===== src/rtl/ft60x_245fifo_emu_if.sv =====
// ---------------------------------------------------------------------------
// ft60x_245fifo_emu_if
// Bus bundle between an FPGA-side FT60x 245-sync-FIFO driver and the chip
// emulator.
//   master modport : the FPGA driver (drives strobes, write data/byte enables)
//   slave modport  : the emulated FT60x (drives flags, read data, tristate)
// Signals:
//   usb_wr_n / usb_rd_n / usb_oe_n : active-low strobes from the driver
//   usb_be_w / usb_data_w          : write byte enables / data from the driver
//   usb_txe_n / usb_rxf_n          : active-low "can write" / "has data" flags
//   usb_be_r / usb_data_r          : read byte enables / data to the driver
//   usb_drv_t                      : 0 = emulator drives the bus, 1 = high-Z
// ---------------------------------------------------------------------------
interface ft60x_245fifo_emu_if #(
    parameter int FIFO_BUS_WIDTH = 2
);
    logic                          usb_wr_n;
    logic                          usb_rd_n;
    logic                          usb_oe_n;
    logic [FIFO_BUS_WIDTH-1:0]     usb_be_w;
    logic [FIFO_BUS_WIDTH*8-1:0]   usb_data_w;
    logic                          usb_txe_n;
    logic                          usb_rxf_n;
    logic [FIFO_BUS_WIDTH-1:0]     usb_be_r;
    logic [FIFO_BUS_WIDTH*8-1:0]   usb_data_r;
    logic                          usb_drv_t;

    modport master (
        output usb_wr_n, usb_rd_n, usb_oe_n, usb_be_w, usb_data_w,
        input  usb_txe_n, usb_rxf_n, usb_be_r, usb_data_r, usb_drv_t
    );

    modport slave (
        input  usb_wr_n, usb_rd_n, usb_oe_n, usb_be_w, usb_data_w,
        output usb_txe_n, usb_rxf_n, usb_be_r, usb_data_r, usb_drv_t
    );
endinterface


===== src/rtl/ft60x_245fifo_emu.sv =====
// ---------------------------------------------------------------------------
// ft60x_245fifo_emu
// Chip-side model of an FT60x in 245 synchronous FIFO mode, for loopback
// simulation and on-board self-test without a USB host.
//   usb_clk, rstn_usbclk : clock (rising edge) and asynchronous active-low reset
//   usb (slave)          : FT60x bus towards the FPGA driver
//   s_axis_*             : host-to-FPGA stream, feeds the read buffer
//   m_axis_*             : FPGA-to-host stream, drains the write buffer
//   overflow / underrun  : sticky error flags, cleared only by reset
// ---------------------------------------------------------------------------
module ft60x_245fifo_emu #(
    parameter int FIFO_BUS_WIDTH = 2,
    parameter int DEPTH_LOG2     = 4
) (
    input  logic                         usb_clk,
    input  logic                         rstn_usbclk,
    ft60x_245fifo_emu_if.slave           usb,
    input  logic [FIFO_BUS_WIDTH*8-1:0]  s_axis_tdata,
    input  logic [FIFO_BUS_WIDTH-1:0]    s_axis_tkeep,
    input  logic                         s_axis_tvalid,
    output logic                         s_axis_tready,
    output logic [FIFO_BUS_WIDTH*8-1:0]  m_axis_tdata,
    output logic [FIFO_BUS_WIDTH-1:0]    m_axis_tkeep,
    output logic                         m_axis_tlast,
    output logic                         m_axis_tvalid,
    input  logic                         m_axis_tready,
    output logic                         overflow,
    output logic                         underrun
);
    localparam int BW    = FIFO_BUS_WIDTH;
    localparam int DW    = FIFO_BUS_WIDTH * 8;
    localparam int DEPTH = 1 << DEPTH_LOG2;

    typedef logic [DEPTH_LOG2:0] ptr_t;
    localparam ptr_t DEPTH_P     = ptr_t'(DEPTH);
    localparam ptr_t TXE_LIMIT_P = ptr_t'(DEPTH - 3);

    localparam logic [1:0] R_IDLE = 2'd0;
    localparam logic [1:0] R_OE   = 2'd1;
    localparam logic [1:0] R_READ = 2'd2;

    // ------------------------------------------------------------------
    // Read buffer (host -> FPGA), entries are {tkeep, tdata}
    // ------------------------------------------------------------------
    logic [BW+DW-1:0] rbuf_mem [DEPTH];
    ptr_t             rbuf_wr_ptr_reg, rbuf_rd_ptr_reg;
    ptr_t             rbuf_count, rbuf_count_next;
    logic             rbuf_empty, rbuf_full, rbuf_push, rbuf_pop;
    logic [BW+DW-1:0] rbuf_head;
    logic             s_axis_tready_reg, rxf_n_reg;
    logic [1:0]       rstate_reg, rstate_next;
    logic [DW-1:0]    data_last_reg;
    logic             show;
    logic             underrun_reg;

    assign rbuf_empty = (rbuf_wr_ptr_reg == rbuf_rd_ptr_reg);
    assign rbuf_full  = (rbuf_wr_ptr_reg[DEPTH_LOG2] != rbuf_rd_ptr_reg[DEPTH_LOG2]) &&
                        (rbuf_wr_ptr_reg[DEPTH_LOG2-1:0] == rbuf_rd_ptr_reg[DEPTH_LOG2-1:0]);
    assign rbuf_count = rbuf_wr_ptr_reg - rbuf_rd_ptr_reg;
    assign rbuf_head  = rbuf_mem[rbuf_rd_ptr_reg[DEPTH_LOG2-1:0]];

    // An accepted word with no byte enables carries nothing, so it is
    // handshaken but never stored.
    assign rbuf_push = s_axis_tvalid & s_axis_tready_reg & (|s_axis_tkeep) & ~rbuf_full;
    assign rbuf_pop  = (rstate_reg == R_READ) & ~usb.usb_rd_n & ~rbuf_empty;
    assign rbuf_count_next = rbuf_count + ptr_t'(rbuf_push) - ptr_t'(rbuf_pop);

    always_ff @(posedge usb_clk) begin
        if (rbuf_push)
            rbuf_mem[rbuf_wr_ptr_reg[DEPTH_LOG2-1:0]] <= {s_axis_tkeep, s_axis_tdata};
    end

    always_comb begin
        rstate_next = rstate_reg;
        if (usb.usb_oe_n)
            rstate_next = R_IDLE;
        else if (rstate_reg == R_IDLE)
            rstate_next = R_OE;
        else if (rstate_reg == R_OE && !usb.usb_rd_n)
            rstate_next = R_READ;
    end

    assign usb.usb_drv_t = (rstate_reg == R_IDLE);
    assign show          = ~usb.usb_drv_t & ~rbuf_empty;

    // Per-lane output mux: the head is shown while driving; otherwise the
    // data lanes keep the last shown value and the byte enables drop to 0.
    for (genvar gi = 0; gi < BW; gi++) begin : g_rd_lane
        assign usb.usb_be_r[gi] = show & rbuf_head[DW+gi];
        assign usb.usb_data_r[gi*8 +: 8] = show ? rbuf_head[gi*8 +: 8]
                                                : data_last_reg[gi*8 +: 8];
    end

    assign s_axis_tready  = s_axis_tready_reg;
    assign usb.usb_rxf_n  = rxf_n_reg;
    assign underrun       = underrun_reg;

    always_ff @(posedge usb_clk or negedge rstn_usbclk) begin
        if (!rstn_usbclk) begin
            rbuf_wr_ptr_reg   <= '0;
            rbuf_rd_ptr_reg   <= '0;
            s_axis_tready_reg <= 1'b0;
            rxf_n_reg         <= 1'b1;
            rstate_reg        <= R_IDLE;
            data_last_reg     <= '0;
            underrun_reg      <= 1'b0;
        end else begin
            if (rbuf_push) rbuf_wr_ptr_reg <= rbuf_wr_ptr_reg + 1'b1;
            if (rbuf_pop)  rbuf_rd_ptr_reg <= rbuf_rd_ptr_reg + 1'b1;
            s_axis_tready_reg <= (rbuf_count_next < DEPTH_P);
            rxf_n_reg         <= (rbuf_count_next == '0);
            rstate_reg        <= rstate_next;
            if (show) data_last_reg <= rbuf_head[DW-1:0];
            if (!usb.usb_rd_n && rbuf_empty) underrun_reg <= 1'b1;
        end
    end

    // ------------------------------------------------------------------
    // Write path (FPGA -> host): capture register, then buffer of
    // {tlast, tkeep, tdata}
    // ------------------------------------------------------------------
    logic [1+BW+DW-1:0] wbuf_mem [DEPTH];
    ptr_t               wbuf_wr_ptr_reg, wbuf_rd_ptr_reg;
    ptr_t               wbuf_count, wbuf_count_next;
    logic               wbuf_empty, wbuf_full, wbuf_push, wbuf_pop, wbuf_room;
    logic [1+BW+DW-1:0] wbuf_head;
    logic               capture;
    logic               pipe_valid_reg;
    logic [BW-1:0]      pipe_be_reg;
    logic [DW-1:0]      pipe_data_reg;
    logic               txe_n_reg, overflow_reg;

    assign wbuf_empty = (wbuf_wr_ptr_reg == wbuf_rd_ptr_reg);
    assign wbuf_full  = (wbuf_wr_ptr_reg[DEPTH_LOG2] != wbuf_rd_ptr_reg[DEPTH_LOG2]) &&
                        (wbuf_wr_ptr_reg[DEPTH_LOG2-1:0] == wbuf_rd_ptr_reg[DEPTH_LOG2-1:0]);
    assign wbuf_count = wbuf_wr_ptr_reg - wbuf_rd_ptr_reg;
    assign wbuf_head  = wbuf_mem[wbuf_rd_ptr_reg[DEPTH_LOG2-1:0]];

    // txe_n is only advice to the driver: a strobe that arrives after it
    // rose (the driver reacts one cycle late) is still taken, and the
    // three-entry margin below is what absorbs it.
    assign capture   = ~usb.usb_wr_n & (|usb.usb_be_w);
    assign wbuf_pop  = ~wbuf_empty & m_axis_tready;
    assign wbuf_room = ~wbuf_full | wbuf_pop;
    assign wbuf_push = pipe_valid_reg & wbuf_room;
    assign wbuf_count_next = wbuf_count + ptr_t'(wbuf_push) - ptr_t'(wbuf_pop);

    // The word in the capture register ends a burst when nothing follows it.
    always_ff @(posedge usb_clk) begin
        if (wbuf_push)
            wbuf_mem[wbuf_wr_ptr_reg[DEPTH_LOG2-1:0]] <= {~capture, pipe_be_reg, pipe_data_reg};
    end

    assign m_axis_tvalid = ~wbuf_empty;
    assign m_axis_tlast  = ~wbuf_empty & wbuf_head[BW+DW];
    assign m_axis_tkeep  = wbuf_head[DW +: BW];
    assign m_axis_tdata  = wbuf_head[DW-1:0];
    assign usb.usb_txe_n = txe_n_reg;
    assign overflow      = overflow_reg;

    always_ff @(posedge usb_clk or negedge rstn_usbclk) begin
        if (!rstn_usbclk) begin
            wbuf_wr_ptr_reg <= '0;
            wbuf_rd_ptr_reg <= '0;
            pipe_valid_reg  <= 1'b0;
            pipe_be_reg     <= '0;
            pipe_data_reg   <= '0;
            txe_n_reg       <= 1'b1;
            overflow_reg    <= 1'b0;
        end else begin
            if (wbuf_push) wbuf_wr_ptr_reg <= wbuf_wr_ptr_reg + 1'b1;
            if (wbuf_pop)  wbuf_rd_ptr_reg <= wbuf_rd_ptr_reg + 1'b1;
            pipe_valid_reg <= capture;
            if (capture) begin
                pipe_be_reg   <= usb.usb_be_w;
                pipe_data_reg <= usb.usb_data_w;
            end
            // Fewer than three free entries left after this edge.
            txe_n_reg <= (wbuf_count_next > TXE_LIMIT_P);
            if (pipe_valid_reg && !wbuf_room) overflow_reg <= 1'b1;
        end
    end
endmodule

===== src/flat_wrapper.sv =====
// flat-port wrapper written by rule: the top's interface ports become plain ports
module ft60x_245fifo_emu_flat 
#(
    parameter int FIFO_BUS_WIDTH = 2,
    parameter int DEPTH_LOG2     = 4
)
  (usb_clk, rstn_usbclk, s_axis_tdata, s_axis_tkeep, s_axis_tvalid, s_axis_tready, m_axis_tdata, m_axis_tkeep, m_axis_tlast, m_axis_tvalid, m_axis_tready, overflow, underrun, usb_usb_wr_n, usb_usb_rd_n, usb_usb_oe_n, usb_usb_be_w, usb_usb_data_w, usb_usb_txe_n, usb_usb_rxf_n, usb_usb_be_r, usb_usb_data_r, usb_usb_drv_t);
  ft60x_245fifo_emu_if #(.FIFO_BUS_WIDTH(FIFO_BUS_WIDTH)) usb_i ();
  input  logic usb_clk;
  input  logic rstn_usbclk;
  input  logic [FIFO_BUS_WIDTH*8-1:0] s_axis_tdata;
  input  logic [FIFO_BUS_WIDTH-1:0] s_axis_tkeep;
  input  logic s_axis_tvalid;
  output logic s_axis_tready;
  output logic [FIFO_BUS_WIDTH*8-1:0] m_axis_tdata;
  output logic [FIFO_BUS_WIDTH-1:0] m_axis_tkeep;
  output logic m_axis_tlast;
  output logic m_axis_tvalid;
  input  logic m_axis_tready;
  output logic overflow;
  output logic underrun;
  input wire logic [$bits(usb_i.usb_wr_n)-1:0] usb_usb_wr_n;
  input wire logic [$bits(usb_i.usb_rd_n)-1:0] usb_usb_rd_n;
  input wire logic [$bits(usb_i.usb_oe_n)-1:0] usb_usb_oe_n;
  input wire logic [$bits(usb_i.usb_be_w)-1:0] usb_usb_be_w;
  input wire logic [$bits(usb_i.usb_data_w)-1:0] usb_usb_data_w;
  output wire logic [$bits(usb_i.usb_txe_n)-1:0] usb_usb_txe_n;
  output wire logic [$bits(usb_i.usb_rxf_n)-1:0] usb_usb_rxf_n;
  output wire logic [$bits(usb_i.usb_be_r)-1:0] usb_usb_be_r;
  output wire logic [$bits(usb_i.usb_data_r)-1:0] usb_usb_data_r;
  output wire logic [$bits(usb_i.usb_drv_t)-1:0] usb_usb_drv_t;
  assign usb_i.usb_wr_n = usb_usb_wr_n;
  assign usb_i.usb_rd_n = usb_usb_rd_n;
  assign usb_i.usb_oe_n = usb_usb_oe_n;
  assign usb_i.usb_be_w = usb_usb_be_w;
  assign usb_i.usb_data_w = usb_usb_data_w;
  assign usb_usb_txe_n = usb_i.usb_txe_n;
  assign usb_usb_rxf_n = usb_i.usb_rxf_n;
  assign usb_usb_be_r = usb_i.usb_be_r;
  assign usb_usb_data_r = usb_i.usb_data_r;
  assign usb_usb_drv_t = usb_i.usb_drv_t;
  ft60x_245fifo_emu #(.FIFO_BUS_WIDTH(FIFO_BUS_WIDTH), .DEPTH_LOG2(DEPTH_LOG2)) u_core (.usb_clk(usb_clk), .rstn_usbclk(rstn_usbclk), .usb(usb_i), .s_axis_tdata(s_axis_tdata), .s_axis_tkeep(s_axis_tkeep), .s_axis_tvalid(s_axis_tvalid), .s_axis_tready(s_axis_tready), .m_axis_tdata(m_axis_tdata), .m_axis_tkeep(m_axis_tkeep), .m_axis_tlast(m_axis_tlast), .m_axis_tvalid(m_axis_tvalid), .m_axis_tready(m_axis_tready), .overflow(overflow), .underrun(underrun));
endmodule

===== config.mk =====
export PLATFORM = sky130hd
export DESIGN_NAME = ft60x_245fifo_emu_flat
export DESIGN_NICKNAME = d
export VERILOG_FILES = /design/src/rtl/ft60x_245fifo_emu_if.sv /design/src/rtl/ft60x_245fifo_emu.sv /design/src/flat_wrapper.sv
export SDC_FILE = /design/constraint.sdc
export NUM_CORES = 1
export LEC_CHECK = 0
export BUFFER_PORTS_ARGS = -buffer_cell sky130_fd_sc_hd__buf_4
export CORE_ASPECT_RATIO = 2
export CORE_UTILIZATION = 56
export CTS_CLUSTER_DIAMETER = 80
export CTS_CLUSTER_SIZE = 14
export DETAILED_ROUTE_END_ITERATION = 16
export PLACE_DENSITY = 0.71
export SLEW_MARGIN = 20
export SYNTH_ARGS = -nofsm -noshare
export SYNTH_HDL_FRONTEND = slang
export SYNTH_SLANG_ARGS = --single-unit
export TNS_END_PERCENT = 50

===== constraint.sdc =====
create_clock -name usb_clk -period 5.6 [get_ports usb_clk]
set_input_delay 0.84 -clock usb_clk [delete_from_list [all_inputs] [get_ports usb_clk]]
set_output_delay 0.84 -clock usb_clk [all_outputs]
set_load 0.01 [all_outputs]

# Word-level counts from Yosys, hierarchy flattened
# Memory sizes are Yosys's and may differ from the RTL's.
# Index checks and enable logic that the tools add are counted.
word_totals:
  regBits: 62
  latch_bits: 0
  ram_bits: 592
  romBits: 0
  memories: 2
classes:
  add_sub_neg: 10
  multipliers: 0
  div: 0
  n_lt_le_gt_ge: 2
  eq_ne: 8
  shifts: 0
  muxes: 9
  bitwise_logic: 21
  n_reduce_logical: 12
memory_table:
  columns: ["memory", "words", "width", "read_ports", "rd_ports_with_merged_regs", "wr", "line", "source"]
  rows:
  - ["u_core.wbuf_mem", 16, 19, 1, 0, 1, "ft60x_245fifo_emu.sv:122", "logic [1+BW+DW-1:0] wbuf_mem [DEPTH];"]
  - ["u_core.rbuf_mem", 16, 18, 1, 0, 1, "ft60x_245fifo_emu.sv:45", "logic [BW+DW-1:0] rbuf_mem [DEPTH];"]
ops:
  columns: ["op", "n"]
  rows:
  - ["5-bit by 1-bit adder with 5-bit output (second input constant)", 4]
  - ["8-bit 2-to-1 mux", 2]
  - ["1-bit AND", 12]
  - ["5-bit by 1-bit adder with 5-bit output", 2]
  - ["5-bit equality test", 2]
  - ["5-bit by 1-bit subtractor with 5-bit output", 2]
  - ["5-bit subtractor", 2]
  - ["4-bit equality test", 2]
  - ["1-bit inverter", 8]
  - ["2-bit 2-to-1 mux", 3]
  - ["5-bit by 4-bit > comparator with 1-bit output (second input constant)", 1]
  - ["1-bit logical AND", 5]
  - ["5-bit logical NOT", 1]
  - ["5-bit < comparator (second input constant)", 1]
  - ["1-bit 2-to-1 mux", 4]
  - ["2-bit OR reduction", 2]
  - ["3-bit nonzero test", 1]
  - ["2-bit by 1-bit equality test with 1-bit output (second input constant)", 1]
  - ["2-bit equality test (second input constant)", 1]
  - ["1-bit logical NOT", 2]
  - ["2-bit logical NOT", 1]
  - ["1-bit inequality test", 2]
  - ["1-bit bitwise OR", 1]

# Logic depth before layout (Yosys ltp)
# Gate-level depths: netlist (run 1).
depth:
  ltp_word: 8
  ltp_mapped: 17

# Least setup slack after synthesis (run 1)
# Ideal clock, no wire load.
synth_path:
  kind: "register -> register"
  startpoint: "reg u_core.rbuf_wr_ptr_reg[3]"
  endpoint: "reg u_core.rxf_n_reg, in the netlist u_core.usb.usb_rxf_n"
  setup_time_ns: 0.062
  t_arrival_ns: 3.895
  required_time_ns: 5.538
  slack_ns: 1.643
  stages_incl_launch_ff: 18
  n_path_buf: 3
  period_less_slack_ns: 3.957
  path_cell_list: "dfrtp_1 clkbuf_1 clkinv_1 ha_1 nand2_1 nor4_2 or2_1 buf_6 inv_4 buf_6 fa_1 fa_1 ha_1 inv_1 fa_1 xnor2_1 nor3_1 and3_1"
synth_via:
  elab_chain_len: 7
synth_rtl:
  columns: ["item", "line", "source"]
  rows:
  - ["start: declaration", "ft60x_245fifo_emu.sv:46", "ptr_t rbuf_wr_ptr_reg, rbuf_rd_ptr_reg;"]
  - ["start signal: assignment", "ft60x_245fifo_emu.sv:108", "if (rbuf_push) rbuf_wr_ptr_reg <= rbuf_wr_ptr_reg + 1'b1;"]
  - ["4-bit equality test", "ft60x_245fifo_emu.sv:58", "(rbuf_wr_ptr_reg[DEPTH_LOG2-1:0] == rbuf_rd_ptr_reg[DEPTH_LOG2-1:0]);"]
  - ["1-bit logical AND", "ft60x_245fifo_emu.sv:57", "assign rbuf_full = (rbuf_wr_ptr_reg[DEPTH_LOG2] != rbuf_rd_ptr_reg[DEPTH_LOG2]) &&"]
  - ["1-bit inverter", "ft60x_245fifo_emu.sv:64", "assign rbuf_push = s_axis_tvalid & s_axis_tready_reg & (|s_axis_tkeep) & ~rbuf_full;"]
  - ["1-bit AND", "ft60x_245fifo_emu.sv:64", null]
  - ["via u_core.rbuf_push", "ft60x_245fifo_emu.sv:48", "logic rbuf_empty, rbuf_full, rbuf_push, rbuf_pop;"]
  - ["5-bit by 1-bit adder with 5-bit output", "ft60x_245fifo_emu.sv:66", "assign rbuf_count_next = rbuf_count + ptr_t'(rbuf_push) - ptr_t'(rbuf_pop);"]
  - ["5-bit by 1-bit subtractor with 5-bit output", "ft60x_245fifo_emu.sv:66", null]
  - ["5-bit logical NOT", "ft60x_245fifo_emu.sv:111", "rxf_n_reg <= (rbuf_count_next == '0);"]
  - ["end signal: assignment", "ft60x_245fifo_emu.sv:111", null]
  - ["end: declaration", "ft60x_245fifo_emu.sv:50", "logic s_axis_tready_reg, rxf_n_reg;"]
# The timed path passes the listed nets, and every way through them passes these cells.
# A chain may end at the register's enable or synchronous reset.

# Final worst setup path (run 1)
layout_path:
  startpoint: "reg u_core.rbuf_wr_ptr_reg[3]"
  endpoint: "out usb_usb_data_r[6]"
layout_via:
  elab_chain_len: 4
layout_rtl:
  columns: ["item", "line", "source"]
  rows:
  - ["5-bit equality test", "ft60x_245fifo_emu.sv:56", "assign rbuf_empty = (rbuf_wr_ptr_reg == rbuf_rd_ptr_reg);"]
  - ["1-bit inverter", "ft60x_245fifo_emu.sv:84", "assign show = ~usb.usb_drv_t & ~rbuf_empty;"]
  - ["1-bit AND", "ft60x_245fifo_emu.sv:84", null]
  - ["8-bit 2-to-1 mux", "ft60x_245fifo_emu.sv:90", "assign usb.usb_data_r[gi*8 +: 8] = show ? rbuf_head[gi*8 +: 8]"]
  - ["end: declaration", "flat_wrapper.sv:30", "output wire logic [$bits(usb_i.usb_data_r)-1:0] usb_usb_data_r;"]
# Every way passes these cells.

==> flow_summary.toml, run 1 <==
[timing]
hold_viol_final = 0
fin_crit_sh = 0.8167
rsz0062_at_grt = "no"
relSlewSlack = 0.2853
worst_pin_slew_ps = 1066
finClkSkew_ps = 29.99
fmax_mhz = 218.6
period_needed_ps = 4574
tns_ps = 0
hold_ws_ps = 270.4
setup_viol = 0
setup_slack_ps = 1026
slew_violations = 0

[floorplan]
start_util = 0.5710
die_h_um = 305.4
core-area_um2 = 45140
rows = 110
dieArea_um2 = 46940
fp.dieW_um = 153.7
io-pin-count = 87

[routing]
first_pass_iters = 5
ant_nets = 0
routed_wl_um = 55330
drc = 0
drt-initial-drc-count = 989
avgRoutedWirePerCell_um = 28.01
vias = 12240
viasPerCell = 6.197

[clock_tree]
postCtsResizedCells = 0
clk_pin_slew_worst_paths_ps = 70
htree_levels = 2
clock_path_buffers = 3
cts_hold_buf = 0
cts_tree = "yes"
cts_buffers = 52
root_buffer = "clkbuf_16"
cts_sinks = 654
cts_setup_buffers = 0
clk_latency_ps = 600

[power]
p_clk_frac = 0.251
powerDensity_nw_per_um2 = 479.3
combPwrFrac = 0.301
swShare = 0.3030
p_sw_mw = 4.182
seqPwrFrac = 0.448
irDropWorstVdd_v = 0.0005116
total_power_mw = 13.80
internal_power_mw = 9.620
cellLeakagePower_nw = 9.762

[setup_path]
regToRegSetupSlack_ps = 1060
path_buf_inv = 2
crit_path_end_kind = "output pin"
worstPathRequired_ps = 4760
cp-start-kind = "flop"
cp_slowest_stage_delay_ps = 580
critical_path_class = "reg -> out"
slowest_stage = "or4_4"
worstRegToRegCells = 14
path_cells = "clkinv_1, ha_1, nand2_1, or4_4, nand3_2, o221ai_1, buf_4"
r2r_start = "u_core.rbuf_wr_ptr_reg[3]"
critPathArrivalTime_ps = 3730
crit_family = "simple AND/OR/NAND/NOR gates"
r2r_end = "u_core.usb.usb_rxf_n"
cp_max_fo = 16

[grt]
grt_max_degree = 81
grt_pass1_wl_um = 82770
grt_util_all_layers = 0.2455
antenna_found_initial = 1
grt.overflow.total = 0
grt_pass1_vias = 13220

[synthesis]
yosys_register_bits = 654
synth-seq-area-share = 0.7500
synthFlopType = "edfxtp_1"
synth_cell_types = 49
yosys.area.top_type_share = 0.6897
ys_warn_count = 0
syn_area_um2 = 25780
synth-edff-count = 592
synth_top_cell_by_area = "edfxtp_1"
synth_commonest_cells = "592 x edfxtp_1, 146 x mux4_2, 77 x nand2_1"
syn-num-nets = 1319
synth.most_common_cell = "edfxtp_1"
synthTopCellsByArea = "edfxtp_1 69%, mux4_2 13%, dfrtp_1 5.8%"
async_flop_share = 0.09480
synth.avg_cell_area_um2 = 20.69
synth_cells = 1246

[placement]
gp_congestion = 0.7717
post-place-ws_ps = 1130
hpwlAfterDp_um = 32420
numPortBuffers = 86

[layout]
largest_register_ffs = 304
diodes = 0
drive_gt1_frac = 0.2601
finish.utilization = 0.6378
finish.net_count = 1444
syn2layout_area_growth_pct = 11.71

[flow_run]
maxCapViolations = 0

[run_status]
status = "completed"

[min_path]
hold_class = "in -> async"
## power groups by stage
stage	registers [mW]	clock network [mW]	logic, mW
final	6.19	3.46	4.15
after global routing	6.24	3.69	4.51
after CTS	6.19	3.53	4.25
after detailed placement	6.30	0	4.24
after global placement	6.26	0	4.17
after floorplan	6.09	0	3.05
## area by class of cell
cell class | instances | area, um^2
Sequential cell | 654 | 19340
Tap cell | 560 | 700.7
Fill cell | 3039 | 16350
Inverter | 26 | 100.1
Timing Repair Buffer | 130 | 992.2
Multi-Input combinational cell | 507 | 6108
Clock buffer | 97 | 1534
Clock inverter | 1 | 16.27
## through the flow
| stage | cells | cell area [um^2] |
|---|---|---|
| finish | 1975 | 28790 |
| global route | 1975 | 28790 |
| CTS | 1975 | 28790 |
| detailed placement | 1877 | 27240 |
| global placement | 1877 | 27240 |
| floorplan | 1246 | 25780 |
## layer usage
| metal | vias to the layer above | GRT usage | share of wire |
|---|---|---|---|
| li1 | 5297 | - | - |
| met1 | 6477 | 0.2795 | 0.35 |
| met2 | 360 | 0.4698 | 0.57 |
| met3 | 104 | 0.03147 | 0.048 |
| met4 | 2 | 0.08093 | 0.029 |
| met5 | - | 0 | 0.00025 |
## logic make-up (layout without fill, tap and decap cells)
kind of cell	after synthesis	in the layout	share of synthesized area
AO/OA/AOI/OAI	75	75	0.02218
AND/OR/NAND/NOR	166	166	0.03315
flip-flops	654	654	0.7500
XOR/XNOR	32	32	0.01175
multiplexers	204	204	0.1515
buffers and inverters	85	254	0.01510
adder cells (fa/ha/maj)	30	30	0.01631
## layout by cell type (no fill, tap or decap), types with 3 or more instances in the layout
cell / synthesis / routed
dfrtp_2: 0 / 3
fa_1: 6 / 6
nor2_1: 10 / 10
xor2_2: 3 / 3
nor3_2: 1 / 8
nand2_1: 77 / 77
edfxtp_1: 592 / 592
xor2_1: 12 / 12
and4_1: 9 / 9
nor3_1: 11 / 4
mux2i_1: 52 / 52
clkbuf_16: 0 / 55
o221ai_1: 16 / 16
clkinv_1: 3 / 3
clkbuf_1: 28 / 42
buf_4: 8 / 128
nand2b_1: 4 / 4
a211oi_1: 23 / 23
dfrtp_1: 60 / 55
xnor2_1: 17 / 17
mux2_2: 4 / 4
ha_1: 24 / 24
inv_1: 21 / 21
and3_1: 14 / 13
a21oi_1: 24 / 24
nand3_1: 5 / 5
mux4_2: 146 / 146
and2_1: 24 / 24
## worst max path at each step
stage | slack [ps] | startpoint | to | cells past startpoint
2_1_floorplan | 1640 | u_core.rbuf_wr_ptr_reg[3] | u_core.usb.usb_rxf_n | 17
3_3_place_gp | 1230 | u_core.rbuf_rd_ptr_reg[2] | u_core.usb.usb_rxf_n | 13
3_5_place_dp | 1130 | u_core.rbuf_wr_ptr_reg[3] | u_core.usb.usb_rxf_n | 14
4_1_cts | 1040 | u_core.rbuf_rd_ptr_reg[2] | usb_usb_data_r[3] | 6
5_1_grt | 810 | u_core.rbuf_wr_ptr_reg[3] | u_core.usb.usb_rxf_n | 14
6_report | 1030 | u_core.rbuf_wr_ptr_reg[3] | usb_usb_data_r[6] | 7
No activity file was read; power rests on OpenSTA's default activity.
==> inputs of run 2 (changes only) <==
==> constraint.sdc (replaced) <==
create_clock -name usb_clk -period 4.7 [get_ports usb_clk]
set_input_delay 0.705 -clock usb_clk [delete_from_list [all_inputs] [get_ports usb_clk]]
set_output_delay 0.705 -clock usb_clk [all_outputs]
set_load 0.01 [all_outputs]
==> flow_summary.toml, run 2 (synthesized netlist as in run 1, its figures left out) <==
[routing]
viasPerCell = 6.206
routed_wl_um = 55210
vias = 12294
first_pass_iters = 5
drt-initial-drc-count = 778
avgRoutedWirePerCell_um = 27.87
ant_nets = 0
drc = 0

[placement]
numPortBuffers = 86
gp_congestion = 0.7974
placed_area_um2 = 27300
hpwlAfterDp_um = 32410
dp_cells = 1883

[power]
irDropWorstVdd_v = 0.0004582
powerDensity_nw_per_um2 = 573.4
seqPwrFrac = 0.441
swShare = 0.3038
combPwrFrac = 0.310
internal_power_mw = 11.52
cellLeakagePower_nw = 9.805
p_clk_frac = 0.250
p_sw_mw = 5.027

[setup_path]
path_buf_inv = 3
slowest_stage = "fa_1"
crit_family = "adder cells"
cp_max_fo = 12
r2r_start = "u_core.rbuf_wr_ptr_reg[2]"
critPathArrivalTime_ps = 4890
worstPathRequired_ps = 5220
startpoint = "u_core.rbuf_wr_ptr_reg[2]"
critical_path_class = "reg -> reg"
cp-start-kind = "flop"
cp_slowest_stage_delay_ps = 490
path_cells = "clkinv_1, ha_1, nand2_1, nor4_4, or2_2, inv_4, fa_1, fa_1, ha_1, inv_1, fa_1, xnor2_1, nor3_1, and3_1"
cpMostUsedCell = "fa_1"
crit_path_end_kind = "flop"

[clock_tree]
cts_setup_buffers = 0
clk_pin_slew_worst_paths_ps = 70
cts_buffers = 52
cts_sinks = 654
cts_hold_buf = 0
cts_tree = "yes"
root_buffer = "clkbuf_16"
clock_path_buffers = 3
clk_latency_ps = 590
htree_levels = 2

[min_path]
hold_class = "in -> async"

[floorplan]
die_h_um = 305.4
fp.dieW_um = 153.7
rows = 110
dieArea_um2 = 46940
io-pin-count = 87
core-area_um2 = 45140
start_util = 0.5710

[layout]
diodes = 0
finish.utilization = 0.6393
final_cell_mix = "592 x edfxtp_1, 146 x mux4_2, 135 x buf_4"
finish.net_count = 1450
layout_commonest_cell = "edfxtp_1"
fin_area_um2 = 28860
nFillCells = 3119
instances_no_fill = 1981
syn2layout_area_growth_pct = 11.97
largest_register_ffs = 304
drive_gt1_frac = 0.2632
multiInputGateArea_um2 = 6128
register_area_um2 = 19340

[grt]
grt_util_all_layers = 0.2453
grt_use_met1 = 0.2773
grt_max_degree = 71
grt_pass1_wl_um = 82570
grtUsageMet3 = 0.02977
grt.overflow.total = 0
antenna_found_initial = 2
grt_pass1_vias = 13295
gr-max-usage-layer = "met2"
grt_util_met2 = 0.4622

[timing]
relSlewSlack = 0.2806
fmax_mhz = 228.6
slew_violations = 0
fin_crit_sh = 0.9306
rsz0062_at_grt = "no"
worst_pin_slew_ps = 1079
hold_viol_final = 0
finClkSkew_ps = 29.06
hold_ws_ps = 188.9
tns_ps = 0
period_needed_ps = 4374
setup_viol = 0

[flow_run]
maxCapViolations = 0

[run_status]
status = "completed"
[run 2: cell count changes in the layout (fill, tap and decap cells not counted), sizes merged]
cell	before	now
bufinv	0	1
buf	130	136
clkbuf	97	96
[run 2: area by class of cell]
type | instances | share of cell area
well taps | 560 | 0.02428
clock buffers | 96 | 0.05228
flip-flops and latches | 654 | 0.6702
inverters | 26 | 0.003468
multi-input cells | 507 | 0.2123
clock inverters | 2 | 0.001604
repair buffers | 136 | 0.03581
[run 2: worst paths after layout]
path / to / slack (ps) / cells after the start
max: u_core.usb.usb_rxf_n / 330 / 14
min: u_core.data_last_reg[11] / 190 / 1
max reg2reg: u_core.usb.usb_rxf_n / 330 / 14
min reg2reg: u_core.overflow / 500 / 1
max in group asynchronous: u_core.usb.usb_rxf_n / 3570 / 2
min in group usb_clk: u_core.rstate_reg[1] / 300 / 2
[run 2: worst register-to-register path: stages (launching register included)]
cell      delay, ps
dfrtp_1         460
clkinv_1        270
ha_1            410
nand2_1         210
nor4_4          420
or2_2           360
inv_4           120
fa_1            420
fa_1            490
ha_1            180
inv_1            80
fa_1            450
xnor2_1         140
nor3_1          120
and3_1          180
[run 2: layer usage]
| metal | vias to the layer above | part of all wire |
|---|---|---|
| li1 | 5309 | - |
| met1 | 6418 | 0.35 |
| met2 | 432 | 0.56 |
| met3 | 131 | 0.050 |
| met4 | 4 | 0.040 |
| met5 | - | 0.00054 |
[run 2: power groups by stage]
stage / combinational, mW / clock, mW / sequential (mW)
2_1_floorplan: 3.63 / 0 / 7.26
3_3_place_gp: 5.10 / 0 / 7.38
3_5_place_dp: 5.20 / 0 / 7.42
4_1_cts: 5.21 / 4.22 / 7.30
5_1_grt: 5.55 / 4.41 / 7.36
6_report: 5.12 / 4.13 / 7.29
[run 2: repair_timing]
item | 4_1_cts | 5_1_grt
endpoints found under the setup margin | 0 | 1
endpoints found under the hold margin | 0 | 0
resized for setup | 0 | 2
[run 2: metrics by stage]
step | power, mW | worst slack, ps
after floorplan | 10.89 | 742.9
after global placement | 12.48 | 413.5
after detailed placement | 12.62 | 129.9
after CTS | 16.73 | 81.39
after global routing | 17.32 | 46.58
final | 16.55 | 326.1
==> inputs of run 3 (changes only) <==
--- a/config.mk
+++ b/config.mk
@@ -6,7 +6,8 @@
 export NUM_CORES = 1
 export LEC_CHECK = 0
 export BUFFER_PORTS_ARGS = -buffer_cell sky130_fd_sc_hd__buf_4
-export CORE_ASPECT_RATIO = 2
+export CORE_ASPECT_RATIO = 1.75
+export CORE_MARGIN = 1
 export CORE_UTILIZATION = 56
 export CTS_CLUSTER_DIAMETER = 80
 export CTS_CLUSTER_SIZE = 14
==> flow_summary.toml, run 3 (synthesized netlist as in run 1, its figures left out) <==
[run_status]
status = "completed"

[timing]
relSlewSlack = 0.3003
fin_crit_sh = 0.9281
worst_pin_slew_ps = 1048
period_needed_ps = 4362
setup_slack_ps = 338.0
fmax_mhz = 229.3
rsz0062_at_grt = "no"
tns_ps = 0
slew_violations = 0
setup_viol = 0
finClkSkew_ps = 20.44
hold_ws_ps = 164.2
hold_viol_final = 0

[setup_path]
worstRegToRegCells = 14
worstPathRequired_ps = 3990
critPathArrivalTime_ps = 3660
crit_path_end_kind = "output pin"
slowest_stage = "or4_4"
path_cells = "clkinv_1, ha_1, nand2_1, or4_4, nand3_2, o221ai_1, buf_4"
crit_family = "simple AND/OR/NAND/NOR gates"
cp_slowest_stage_delay_ps = 570
path_buf_inv = 2
cp-start-kind = "flop"
cp_max_fo = 16
critical_path_class = "reg -> out"
cp.depth = 7

[layout]
nFillCells = 3063
final_cell_mix = "592 x edfxtp_1, 146 x mux4_2, 132 x buf_4"
diodes = 0
finish.net_count = 1448
layout_commonest_cell = "edfxtp_1"
drive_gt1_frac = 0.2615
syn2layout_area_growth_pct = 11.81
multiInputGateArea_um2 = 6107
register_area_um2 = 19340
largest_register_ffs = 304

[routing]
drt-initial-drc-count = 989
avgRoutedWirePerCell_um = 27.15
vias = 12258
drc = 0
ant_nets = 0
routed_wl_um = 54190
viasPerCell = 6.141
first_pass_iters = 5

[clock_tree]
clk_pin_slew_worst_paths_ps = 70
cts_sinks = 654
cts_hold_buf = 0
cts_buffers = 52
clock_path_buffers = 3
cts_setup_buffers = 0
postCtsResizedCells = 0
root_buffer = "clkbuf_16"
clk_latency_ps = 590
htree_levels = 2
cts_tree = "yes"

[grt]
antenna_found_initial = 0
grt_pass1_wl_um = 80850
grt_pass1_vias = 13032
grt_max_degree = 81
grt.overflow.total = 0
grt_util_all_layers = 0.2417

[power]
total_power_mw = 16.40
powerDensity_nw_per_um2 = 569.2
irDropWorstVdd_v = 0.0008437
cellLeakagePower_nw = 9.773

[floorplan]
die_h_um = 285.8
core-area_um2 = 45230
start_util = 0.5698
dieArea_um2 = 46920
fp.dieW_um = 164.2
rows = 103
io-pin-count = 87

[placement]
gp_congestion = 0.8091
post-place-ws_ps = 486.3
numPortBuffers = 86
hpwlAfterDp_um = 31380

[flow_run]
maxCapViolations = 0

[min_path]
hold_class = "in -> async"
-- run 3: through the flow --
step | cell area, um^2 | cells | util
finish | 28820 | 1996 | 0.6371
global route | 28820 | 1996 | 0.6371
CTS | 28820 | 1996 | 0.6370
detailed placement | 27290 | 1898 | 0.6033
global placement | 27290 | 1898 | 0.6033
floorplan | 25780 | 1246 | -
-- run 3: routing by layer --
layer | part of all wire | up-vias | global-route usage
li1 | - | 5296 | -
met5 | 0 | - | 0
met3 | 0.048 | 97 | 0.02798
met2 | 0.57 | 386 | 0.4479
met1 | 0.36 | 6479 | 0.2850
met4 | 0.030 | 0 | 0.08819
-- run 3: layout make-up --
cell class                 count  area share
clock buffer                  96     0.05236
tap                          577     0.02505
multi-input combinational    507      0.2119
clock inverter                 2   0.0006078
timing repair buffer         134     0.03547
sequential                   654      0.6711
inverter                      26    0.003473
-- run 3: power by group --
part / internal, mW / switching [mW]
combinational: 2.35 / 2.74
sequential: 6.95 / 0.304
clock: 2.16 / 1.91
-- run 3: worst reg2reg max path, delay by kind of cell, from the launching register on --
family / cells / cell delay (ps)
XOR/XNOR: 1 / 130
flip-flops: 1 / 510
adder cells (fa/ha/maj): 5 / 1920
buffers and inverters: 3 / 500
AND/OR/NAND/NOR: 5 / 1140
-- run 3: final timing paths --
path	start	to	slack (ps)
max in group asynchronous	rstn_usbclk	u_core.rbuf_rd_ptr_reg[2]	3950
min reg2reg	u_core.overflow	u_core.overflow	490
min in group usb_clk	usb_usb_oe_n	u_core.rstate_reg[1]	280
max	u_core.rbuf_wr_ptr_reg[3]	usb_usb_data_r[6]	340
min	rstn_usbclk	u_core.wbuf_wr_ptr_reg[4]	160
max reg2reg	u_core.rbuf_wr_ptr_reg[3]	u_core.usb.usb_rxf_n	440
